**config.mk**
```make
export PLATFORM = sky130hd
export DESIGN_NAME = sde_h2c_axis_wc
export DESIGN_NICKNAME = d
export VERILOG_FILES = /design/src/rtl/sde_h2c_axis_pkg.sv /design/src/rtl/sde_h2c_axis_pkt_cnt.sv /design/src/rtl/sde_h2c_axis_wc.sv
export SDC_FILE = /design/constraint.sdc
export NUM_CORES = 1
export LEC_CHECK = 0
export BUFFER_PORTS_ARGS = -buffer_cell sky130_fd_sc_hd__buf_2
export CORE_AREA = 4 4 524 526
export DETAILED_ROUTE_END_ITERATION = 10
export DIE_AREA = 0 0 528 530
export SYNTH_ARGS = -nofsm -noshare
export SYNTH_HDL_FRONTEND = slang
export SYNTH_SLANG_ARGS = --single-unit
```
**constraint.sdc**
```tcl
create_clock -name clk -period 2.45 [get_ports clk]
set_input_delay 0.245 -clock clk [delete_from_list [all_inputs] [get_ports clk]]
set_output_delay 0.245 -clock clk [all_outputs]
set_load 0.01 [all_outputs]
```
**src/rtl/sde_h2c_axis_pkg.sv**
```systemverilog
// sde_h2c_axis_pkg: shared types, width limits and slice helpers for the H2C AXIS egress stage.
package sde_h2c_axis_pkg;
   typedef enum logic {EMPTY, SEND} state_e;
   localparam int AXIS_W_MIN = 64;
   localparam int AXIS_W_MAX = 512;
   localparam int RATIO_MAX = 8;
   localparam int KEEP_MAX = AXIS_W_MAX * RATIO_MAX / 8;

   function automatic int f_ratio(input int pcim_w, input int axis_w);
      return pcim_w / axis_w;
   endfunction

   function automatic logic f_legal_axis(input int w);
      return w >= AXIS_W_MIN && w <= AXIS_W_MAX && (w & (w - 1)) == 0;
   endfunction

   // Highest slice holding any enabled byte; an all-zero keep still maps to slice 0.
   function automatic logic [2:0] f_last_slice(input logic [KEEP_MAX-1:0] keep, input int sb, input int ratio);
      logic [2:0] n;
      n = '0;
      for (int s = 0; s < ratio; s++)
         for (int b = 0; b < sb; b++)
            if (keep[s*sb+b]) n = 3'(s);
      return n;
   endfunction
endpackage

```
**src/rtl/sde_h2c_axis_pkt_cnt.sv**
```systemverilog
// sde_h2c_axis_pkt_cnt: packet counter with write-back pulse and clear priority, shared with the C2H side.
// Define SDE_H2C_AXIS_BYTE_CNT_EN to add the 64-bit byte accumulator.
module sde_h2c_axis_pkt_cnt (
   input  logic        clk,
   input  logic        rst_n,
   input  logic        clr_i,
   input  logic        inc_i,
`ifdef SDE_H2C_AXIS_BYTE_CNT_EN
   input  logic        beat_i,
   input  logic [6:0]  bytes_i,
   output logic [63:0] byte_cnt_o,
`endif
   output logic [31:0] cnt_o,
   output logic        wb_req_o
);
   logic [31:0] cnt_q, cnt_d;
   logic        wb_q;

   assign cnt_d = clr_i ? '0 : cnt_q + 32'(inc_i);
   assign cnt_o = cnt_q;
   assign wb_req_o = wb_q;

   // The write-back pulse follows every last handshake even when a clear swallows the increment.
   always_ff @(posedge clk or negedge rst_n) begin
      if (!rst_n) begin
         cnt_q <= '0;
         wb_q <= 1'b0;
      end else begin
         cnt_q <= cnt_d;
         wb_q <= inc_i;
      end
   end

`ifdef SDE_H2C_AXIS_BYTE_CNT_EN
   logic [63:0] byte_q;

   assign byte_cnt_o = byte_q;

   always_ff @(posedge clk or negedge rst_n) begin
      if (!rst_n) byte_q <= '0;
      else byte_q <= clr_i ? '0 : byte_q + (beat_i ? 64'(bytes_i) : 64'd0);
   end
`endif
endmodule

```
**src/rtl/sde_h2c_axis_wc.sv**
```systemverilog
// sde_h2c_axis_wc: H2C AXIS egress; down-converts buffer beats to the user width and counts packets.
// Define SDE_H2C_AXIS_BYTE_CNT_EN to add the axis_cfg_byte_cnt output.
module sde_h2c_axis_wc
   import sde_h2c_axis_pkg::*;
#(
   parameter int DESC_TYPE = 0,
   parameter int PCIM_DATA_WIDTH = 512,
   parameter int AXIS_DATA_WIDTH = 512,
   parameter int USER_BIT_WIDTH = DESC_TYPE ? 1 : 64
) (
   input  logic                         clk,
   input  logic                         rst_n,
   input  logic                         cfg_axis_clr_pkt_cnt,
`ifdef SDE_H2C_AXIS_BYTE_CNT_EN
   output logic [63:0]                  axis_cfg_byte_cnt,
`endif
   output logic [31:0]                  axis_cfg_pkt_cnt,
   input  logic                         buf_axis_valid,
   input  logic [PCIM_DATA_WIDTH-1:0]   buf_axis_data,
   input  logic [PCIM_DATA_WIDTH/8-1:0] buf_axis_keep,
   input  logic [USER_BIT_WIDTH-1:0]    buf_axis_user,
   input  logic                         buf_axis_last,
   output logic                         axis_buf_ready,
   output logic                         h2c_axis_valid,
   output logic [AXIS_DATA_WIDTH-1:0]   h2c_axis_data,
   output logic [AXIS_DATA_WIDTH/8-1:0] h2c_axis_keep,
   output logic [USER_BIT_WIDTH-1:0]    h2c_axis_user,
   output logic                         h2c_axis_last,
   input  logic                         h2c_axis_ready,
   output logic                         axis_wb_pkt_cnt_req,
   output logic [31:0]                  axis_wb_pkt_cnt
);
   localparam int RATIO = f_ratio(PCIM_DATA_WIDTH, AXIS_DATA_WIDTH);
   localparam int SLICE_IDX_W = RATIO > 1 ? $clog2(RATIO) : 1;
   localparam int AKW = AXIS_DATA_WIDTH / 8;
   localparam int PKW = PCIM_DATA_WIDTH / 8;

   if (!f_legal_axis(AXIS_DATA_WIDTH) || PCIM_DATA_WIDTH % AXIS_DATA_WIDTH != 0 || RATIO > RATIO_MAX) begin : g_bad_width
      $error("sde_h2c_axis_wc: illegal PCIM/AXIS width combination");
   end

   state_e                   state_q;
   logic [SLICE_IDX_W-1:0]   idx_q, idx_d, nmax_q, nmax_d;
   logic [PCIM_DATA_WIDTH-1:0] hr_data_q, hr_data_d;
   logic [PKW-1:0]           hr_keep_q, hr_keep_d;
   logic                     hr_last_q, en_q, hs, fin;
   logic [31:0]              pkt_cnt;

   // HR shifts down one slice per handshake so the next slice always sits at bit 0.
   assign idx_d = idx_q + SLICE_IDX_W'(1);
   assign nmax_d = SLICE_IDX_W'(f_last_slice(KEEP_MAX'(buf_axis_keep), AKW, RATIO));
   assign hr_data_d = hr_data_q >> AXIS_DATA_WIDTH;
   assign hr_keep_d = hr_keep_q >> AKW;
   assign hs = h2c_axis_valid & h2c_axis_ready;
   assign fin = hs & (idx_q == nmax_q);
   assign axis_buf_ready = en_q & ((state_q == EMPTY) | fin);
   assign axis_cfg_pkt_cnt = pkt_cnt;
   assign axis_wb_pkt_cnt = pkt_cnt;

   // en_q keeps axis_buf_ready low while in reset and for the first clock after release.
   always_ff @(posedge clk or negedge rst_n) begin
      if (!rst_n) begin
         state_q <= EMPTY;
         en_q <= 1'b0;
         idx_q <= '0;
         nmax_q <= '0;
         hr_data_q <= '0;
         hr_keep_q <= '0;
         hr_last_q <= 1'b0;
         h2c_axis_valid <= 1'b0;
         h2c_axis_data <= '0;
         h2c_axis_keep <= '0;
         h2c_axis_user <= '0;
         h2c_axis_last <= 1'b0;
      end else begin
         en_q <= 1'b1;
         if (buf_axis_valid && axis_buf_ready) begin
            state_q <= SEND;
            idx_q <= '0;
            nmax_q <= nmax_d;
            hr_data_q <= buf_axis_data;
            hr_keep_q <= buf_axis_keep;
            hr_last_q <= buf_axis_last;
            h2c_axis_valid <= 1'b1;
            h2c_axis_data <= buf_axis_data[AXIS_DATA_WIDTH-1:0];
            h2c_axis_keep <= buf_axis_keep[AKW-1:0];
            h2c_axis_user <= buf_axis_user;
            h2c_axis_last <= buf_axis_last & (nmax_d == '0);
         end else if (fin) begin
            state_q <= EMPTY;
            h2c_axis_valid <= 1'b0;
         end else if (hs) begin
            idx_q <= idx_d;
            hr_data_q <= hr_data_d;
            hr_keep_q <= hr_keep_d;
            h2c_axis_data <= hr_data_d[AXIS_DATA_WIDTH-1:0];
            h2c_axis_keep <= hr_keep_d[AKW-1:0];
            h2c_axis_last <= hr_last_q & (idx_d == nmax_q);
         end
      end
   end

   sde_h2c_axis_pkt_cnt u_cnt (
      .clk        (clk),
      .rst_n      (rst_n),
      .clr_i      (cfg_axis_clr_pkt_cnt),
      .inc_i      (hs & h2c_axis_last),
`ifdef SDE_H2C_AXIS_BYTE_CNT_EN
      .beat_i     (hs),
      .bytes_i    (7'($countones(h2c_axis_keep))),
      .byte_cnt_o (axis_cfg_byte_cnt),
`endif
      .cnt_o      (pkt_cnt),
      .wb_req_o   (axis_wb_pkt_cnt_req)
   );
endmodule

```
After elaboration in Yosys (flattened, before gate mapping)
Cells that the tools add are included.
Word-level totals
  flip-flop bits (word level): 678
  output and inout bits: 708
  logic and storage cells: 41
  bits of input ports: 646
Cells by class
  reductions and logical operators: 4
  muxes and demuxes: 15
  bitwise logic cells: 9
  equality and inequality tests: 1
  $add $sub $neg: 2
Operator list (number)
  $mux 512: 3
  $mux 64: 3
  $add 32x1->32: 1
  $mux 32: 1
  $mux 1: 8
  $and 1x1->1: 5
  $reduce_bool 2->1: 2
  $not 1->1: 3
  $ne 2x1->1 const B: 1
  $reduce_and 2->1: 1
  $add 1x1->1 const B: 1
  $logic_and 1x1->1: 1
  $or 1x1->1: 1

Logic depth before layout (Yosys ltp)
  word-level depth: 7
  gate-level depth with buffers: 9
  mapped depth without buffers: 6

By module
Synthesis repeated with hierarchy kept, for this count alone.
Unflattened totals
  cell total of the unflattened synthesis: 1639
  area total of the unflattened synthesis: 24745.0 µm²
By module, submodules not included
  sde_h2c_axis_wc: cells an instance 1469, area each 23079.6 µm², instances 1
  sde_h2c_axis_pkt_cnt: cells an instance 170, area each 1665.3 µm², instances 1

Worst setup path after synthesis
Ideal clock, no wire load.
  path kind: reg2reg
  start: register, netlist name state_q
  end: register u_cnt.cnt_q[31], in the netlist u_cnt.cnt_o[31]
  stages on the path, launching flop included: 9
  arrival: 1956 ps
  path buffers: 2
  setup slack: 369 ps
  data required time: 2325 ps
  setup time: 125 ps
  cells stage by stage: dfrtp_1 -> and3_1 -> ha_1 -> and4_1 -> buf_4 -> nand4_4 -> buf_6 -> nor4_1 -> mux2_2
RTL lines
  end signal, assigned: RTL line sde_h2c_axis_pkt_cnt.sv:29  | cnt_q <= cnt_d;
  end, declared: RTL line sde_h2c_axis_pkt_cnt.sv:16  | logic [31:0] cnt_q, cnt_d;

Worst setup path after layout
  start: register h2c_axis_last
  end: register u_cnt.cnt_q[18], in the netlist u_cnt.cnt_o[18]
Between the ends
  longest elaborated chain between the ends: 3
RTL lines
  start, declared: RTL line sde_h2c_axis_wc.sv:28  | output logic h2c_axis_last,
  start signal, assigned: RTL line sde_h2c_axis_wc.sv:88  | h2c_axis_last <= buf_axis_last & (nmax_d == '0);
  start signal, assigned: RTL line sde_h2c_axis_wc.sv:98  | h2c_axis_last <= hr_last_q & (idx_d == nmax_q);
  $and 1x1->1: RTL line sde_h2c_axis_wc.sv:107  | .inc_i (hs & h2c_axis_last),
  named net u_cnt.inc_i: RTL line sde_h2c_axis_pkt_cnt.sv:7  | input logic inc_i,
  $add 32x1->32: RTL line sde_h2c_axis_pkt_cnt.sv:19  | assign cnt_d = clr_i ? '0 : cnt_q + 32'(inc_i);
  $mux 32: RTL line sde_h2c_axis_pkt_cnt.sv:19
  named net u_cnt.cnt_d[18]: RTL line sde_h2c_axis_pkt_cnt.sv:16
The timed path passes the listed nets, and every way through them passes these cells.
A chain may end at the register's enable or synchronous reset.

==> flow_metrics.py <==
metrics = {
    "routing": {
        "met2RoutedLength_um": 95300,
        "wire_per_inst_um": 31.3,
        "vias": 25500,
        "drt-total-wl_um": 234000,
        "drc_errors": 0,
        "dr.pass1.iters": 5,
        "vias_per_cell": 3.41,
        "drt-initial-drc-count": 1481,
        "wl_met1_um": 82200,
        "wl_met3_um": 47400,
        "ant_nets": 0,
        "top_layer_used": "met5",
    },
    "cells_and_area": {
        "multiInputGateArea_um2": 6720,
        "seq_area_um2": 17000,
        "drive_above_1_share": 0.414,
        "fill_cells": 29900,
        "fin_nets": 4417,
        "fin_cells": 7488,
        "areaGrowthSynthToFinish_pct": 86.6,
    },
    "global_route": {
        "grt_overflow_total": 0,
        "antenna_found_initial": 201,
        "grt_pass1_vias": 26600,
        "grt_pass1_wl_um": 291000,
        "track_usage": 0.160,
        "grt_max_degree": 151,
    },
    "power": {
        "ir_drop_mv": 0.430,
        "totalPowerFinal_w": 0.0380,
        "leakage_nw": 22.4,
        "powerDensity_nw_per_um2": 830,
    },
    "setup_path": {
        "critical_path_class": "reg -> reg",
        "critPathBufInv": 3,
        "path_max_fanout": 7,
        "slowest_stage": "or4_1",
        "r2r-end": "u_cnt.cnt_o[18]",
        "crit_path_start_kind": "register",
        "max_stage_delay_ns": 0.54,
        "reg2reg_from": "h2c_axis_last",
        "critPathArrivalTime_ns": 3.11,
        "r2r_slack_ns": 0.04,
        "path_cells": "and3_1, buf_4, ha_2, and4_4, nand4_4, buf_12, buf_12, or4_1, a21oi_2",
        "critPathTopFamily": "simple AND/OR/NAND/NOR gates",
        "end_kind": "register",
        "cp.required_ns": 3.15,
        "reg2regPathDepth": 9,
        "critPathLaunch": "h2c_axis_last",
        "crit_top_cell": "buf_12",
    },
    "sta": {
        "min_period_over_period": 0.982,
        "hold_viol": 0,
        "rsz0062_at_grt": "no",
        "worst_slack_ns": 0.0442,
        "setup_viol": 0,
        "slew_viol_final": 0,
        "relSlewSlack": 0.448,
        "fmax_mhz": 416,
        "worst-slew-pin-transition_ns": 0.828,
        "skew_ns": 0.0780,
        "min_period_ns": 2.41,
    },
    "logic_synthesis": {
        "synth_cells": 1783,
        "syn_area_um2": 24500,
        "synthMuxAreaShare": 0.000459,
        "synth_fp_nets": 2431,
        "synth_top_family_by_area": "compound AO/OA/AOI/OAI gates",
        "synth_top_cell_by_area": "dfrtp_1",
        "synthArstFlopShare": 1.00,
        "synth-seq-cells": 678,
        "synthDistinctLibCells": 33,
        "synth_ff_type": "dfrtp_1",
        "synthAdderAreaFrac": 0.00102,
        "synth-xor-area-share": 0.00393,
        "netlist.area_leader.share": 0.692,
        "synth.yosys.warnings": 0,
        "synth_compound_area_frac": 0.217,
        "synth_edf_count": 0,
        "ys_top_cells_by_area": "dfrtp_1 (69%), a22o_1 (21%), nand2_1 (3.1%), clkbuf_1 (1.8%), buf_4 (1.0%)",
        "yosys.area_share.simple": 0.0502,
        "yosysSeqAreaShare": 0.692,
        "avgSynthCellArea_um2": 13.8,
    },
    "worst_hold_path": {
        "worstHoldStart": "buf_axis_valid",
        "hold_end": "h2c_axis_last",
        "hold_path.class": "in -> reg",
        "hold_depth": 5,
    },
    "floorplan": {
        "rows": 191,
        "num_io_pins": 1354,
        "die_w_um": 528,
        "die_y_um": 530,
        "start_util": 0.0908,
        "dieArea_um2": 280000,
        "core-area_um2": 270000,
    },
    "clocking": {
        "cts_buffers": 94,
        "htreeDepth": 3,
        "path_clk_slew_ns": 0.06,
        "cts_tree": "built",
        "clock_sinks": 678,
        "insertion_delay_ns": 0.83,
        "cts_root_buffer": "clkbuf_16",
        "clock_path_buffers": 4,
    },
    "place": {
        "place_hpwl_um": 203000,
        "place_ws_ns": -0.00795,
        "port_buffers": 1353,
        "gp_congestion": 0.864,
        "placedCellCount": 6593,
    },
    "outcome": {
        "outcome": "finished, final reports clean",
    },
    "flow_run": {
        "cap_violations": 0,
    },
}
==> worst reg2reg max path, stage by stage, from the launching register on <==
cell	delay (ns)
dfrtp_1	0.35
and3_1	0.16
buf_4	0.16
ha_2	0.22
and4_4	0.25
nand4_4	0.11
buf_12	0.18
buf_12	0.15
or4_1	0.54
a21oi_2	0.15
==> report_power, final <==
group	switching, W	internal [W]
registers	0.00107	0.0129
clock network	0.00587	0.00837
logic	0.00626	0.00349
==> through the flow <==
step | TNS [ns] | hold WS (ns) | area [µm²] | utilization
finish | 0 | 0.102 | 45800 | 0.169
global route | 0 | 0.0919 | 45700 | 0.169
CTS | -0.00769 | 0.0306 | 45500 | 0.168
detailed placement | -0.00795 | 0.278 | 35900 | 0.133
global placement | 0 | 0.269 | 35900 | 0.133
floorplan | 0 | -0.0506 | 24500 | -
==> cell usage in the layout (no fill, tap or decap), types with 18 or more instances in the layout <==
cell / instances
a21oi_1: 18
buf_2: 1352
buf_12: 33
nand2_1: 203
dlygate4sd3_1: 645
clkbuf_16: 97
buf_4: 41
clkinv_2: 18
a22o_1: 577
dfrtp_1: 678
diode_2: 78
==> sequential cells by signal, indices dropped and copies added, names as in the netlist <==
signal,cells
h2c_axis_last,1
h2c_axis_data,512
h2c_axis_keep,64
state_q,1
en_q,1
u_cnt.cnt_o,32
idx_q,1
h2c_axis_user,64
u_cnt.wb_req_o,1
hr_last_q,1
==> kinds of logic after synthesis <==
family / Yosys count
buffers and inverters: 191
muxes: 1
adders and majority gates: 2
AOI/OAI and AO/OA: 621
xor gates and xnor gates: 11
and+or+nand+nor: 278
other: 1
DFF: 678
==> final cells by class <==
class,count,share of cell area
multi-input combinational,914,0.147
clock buffer,125,0.0579
tap,3570,0.0976
timing repair buffer,2074,0.312
antenna,78,0.00427
inverter,7,0.000574
sequential,678,0.371
clock inverter,42,0.0106
==> repair_timing <==
| action | 4_1_cts | 5_1_grt |
|---|---|---|
| endpoints found under the hold margin | 1225 | 0 |
| buffers inserted | 0 | 2 |
| gates resized for setup | 2 | 5 |
| endpoints found under the setup margin | 1 | 8 |
| hold buffers | 646 | 0 |
| pin swaps | 0 | 2 |
| gates cloned | 0 | 2 |
==> metal layers <==
metal	vias up	track usage
li1	10700	-
met3	531	0.146
met2	1674	0.233
met1	12500	0.166
met4	74	0.0482
met5	-	0
==> synth_stat cells, types with 2 or more instances <==
| cell | number |
|---|---|
| dfrtp_1 | 678 |
| a22o_1 | 577 |
| nand2_1 | 203 |
| clkbuf_1 | 118 |
| buf_4 | 33 |
| a21oi_1 | 19 |
| buf_2 | 19 |
| nor2_1 | 14 |
| buf_1 | 13 |
| o31ai_1 | 13 |
| or4_1 | 13 |
| nand3_1 | 10 |
| nand4_1 | 10 |
| o21ai_0 | 8 |
| and4_1 | 7 |
| inv_1 | 7 |
| or3_1 | 6 |
| xor2_1 | 6 |
| and2_1 | 5 |
| xnor2_1 | 5 |
| and3_1 | 4 |
| nor2b_1 | 3 |
| ha_1 | 2 |
==> worst max path at each step <==
stage / depth (start not counted) / slack (ns) / to
CTS: 8 / -0.008 / u_cnt.cnt_o[18]
detailed placement: 8 / -0.008 / u_cnt.cnt_o[18]
global placement: 9 / 0.05 / u_cnt.cnt_o[17]
finish: 9 / 0.04 / u_cnt.cnt_o[18]
floorplan: 8 / 0.37 / u_cnt.cnt_o[31]
global route: 9 / 0.0002 / u_cnt.cnt_o[18]
Power figures use the tool's default switching activity.
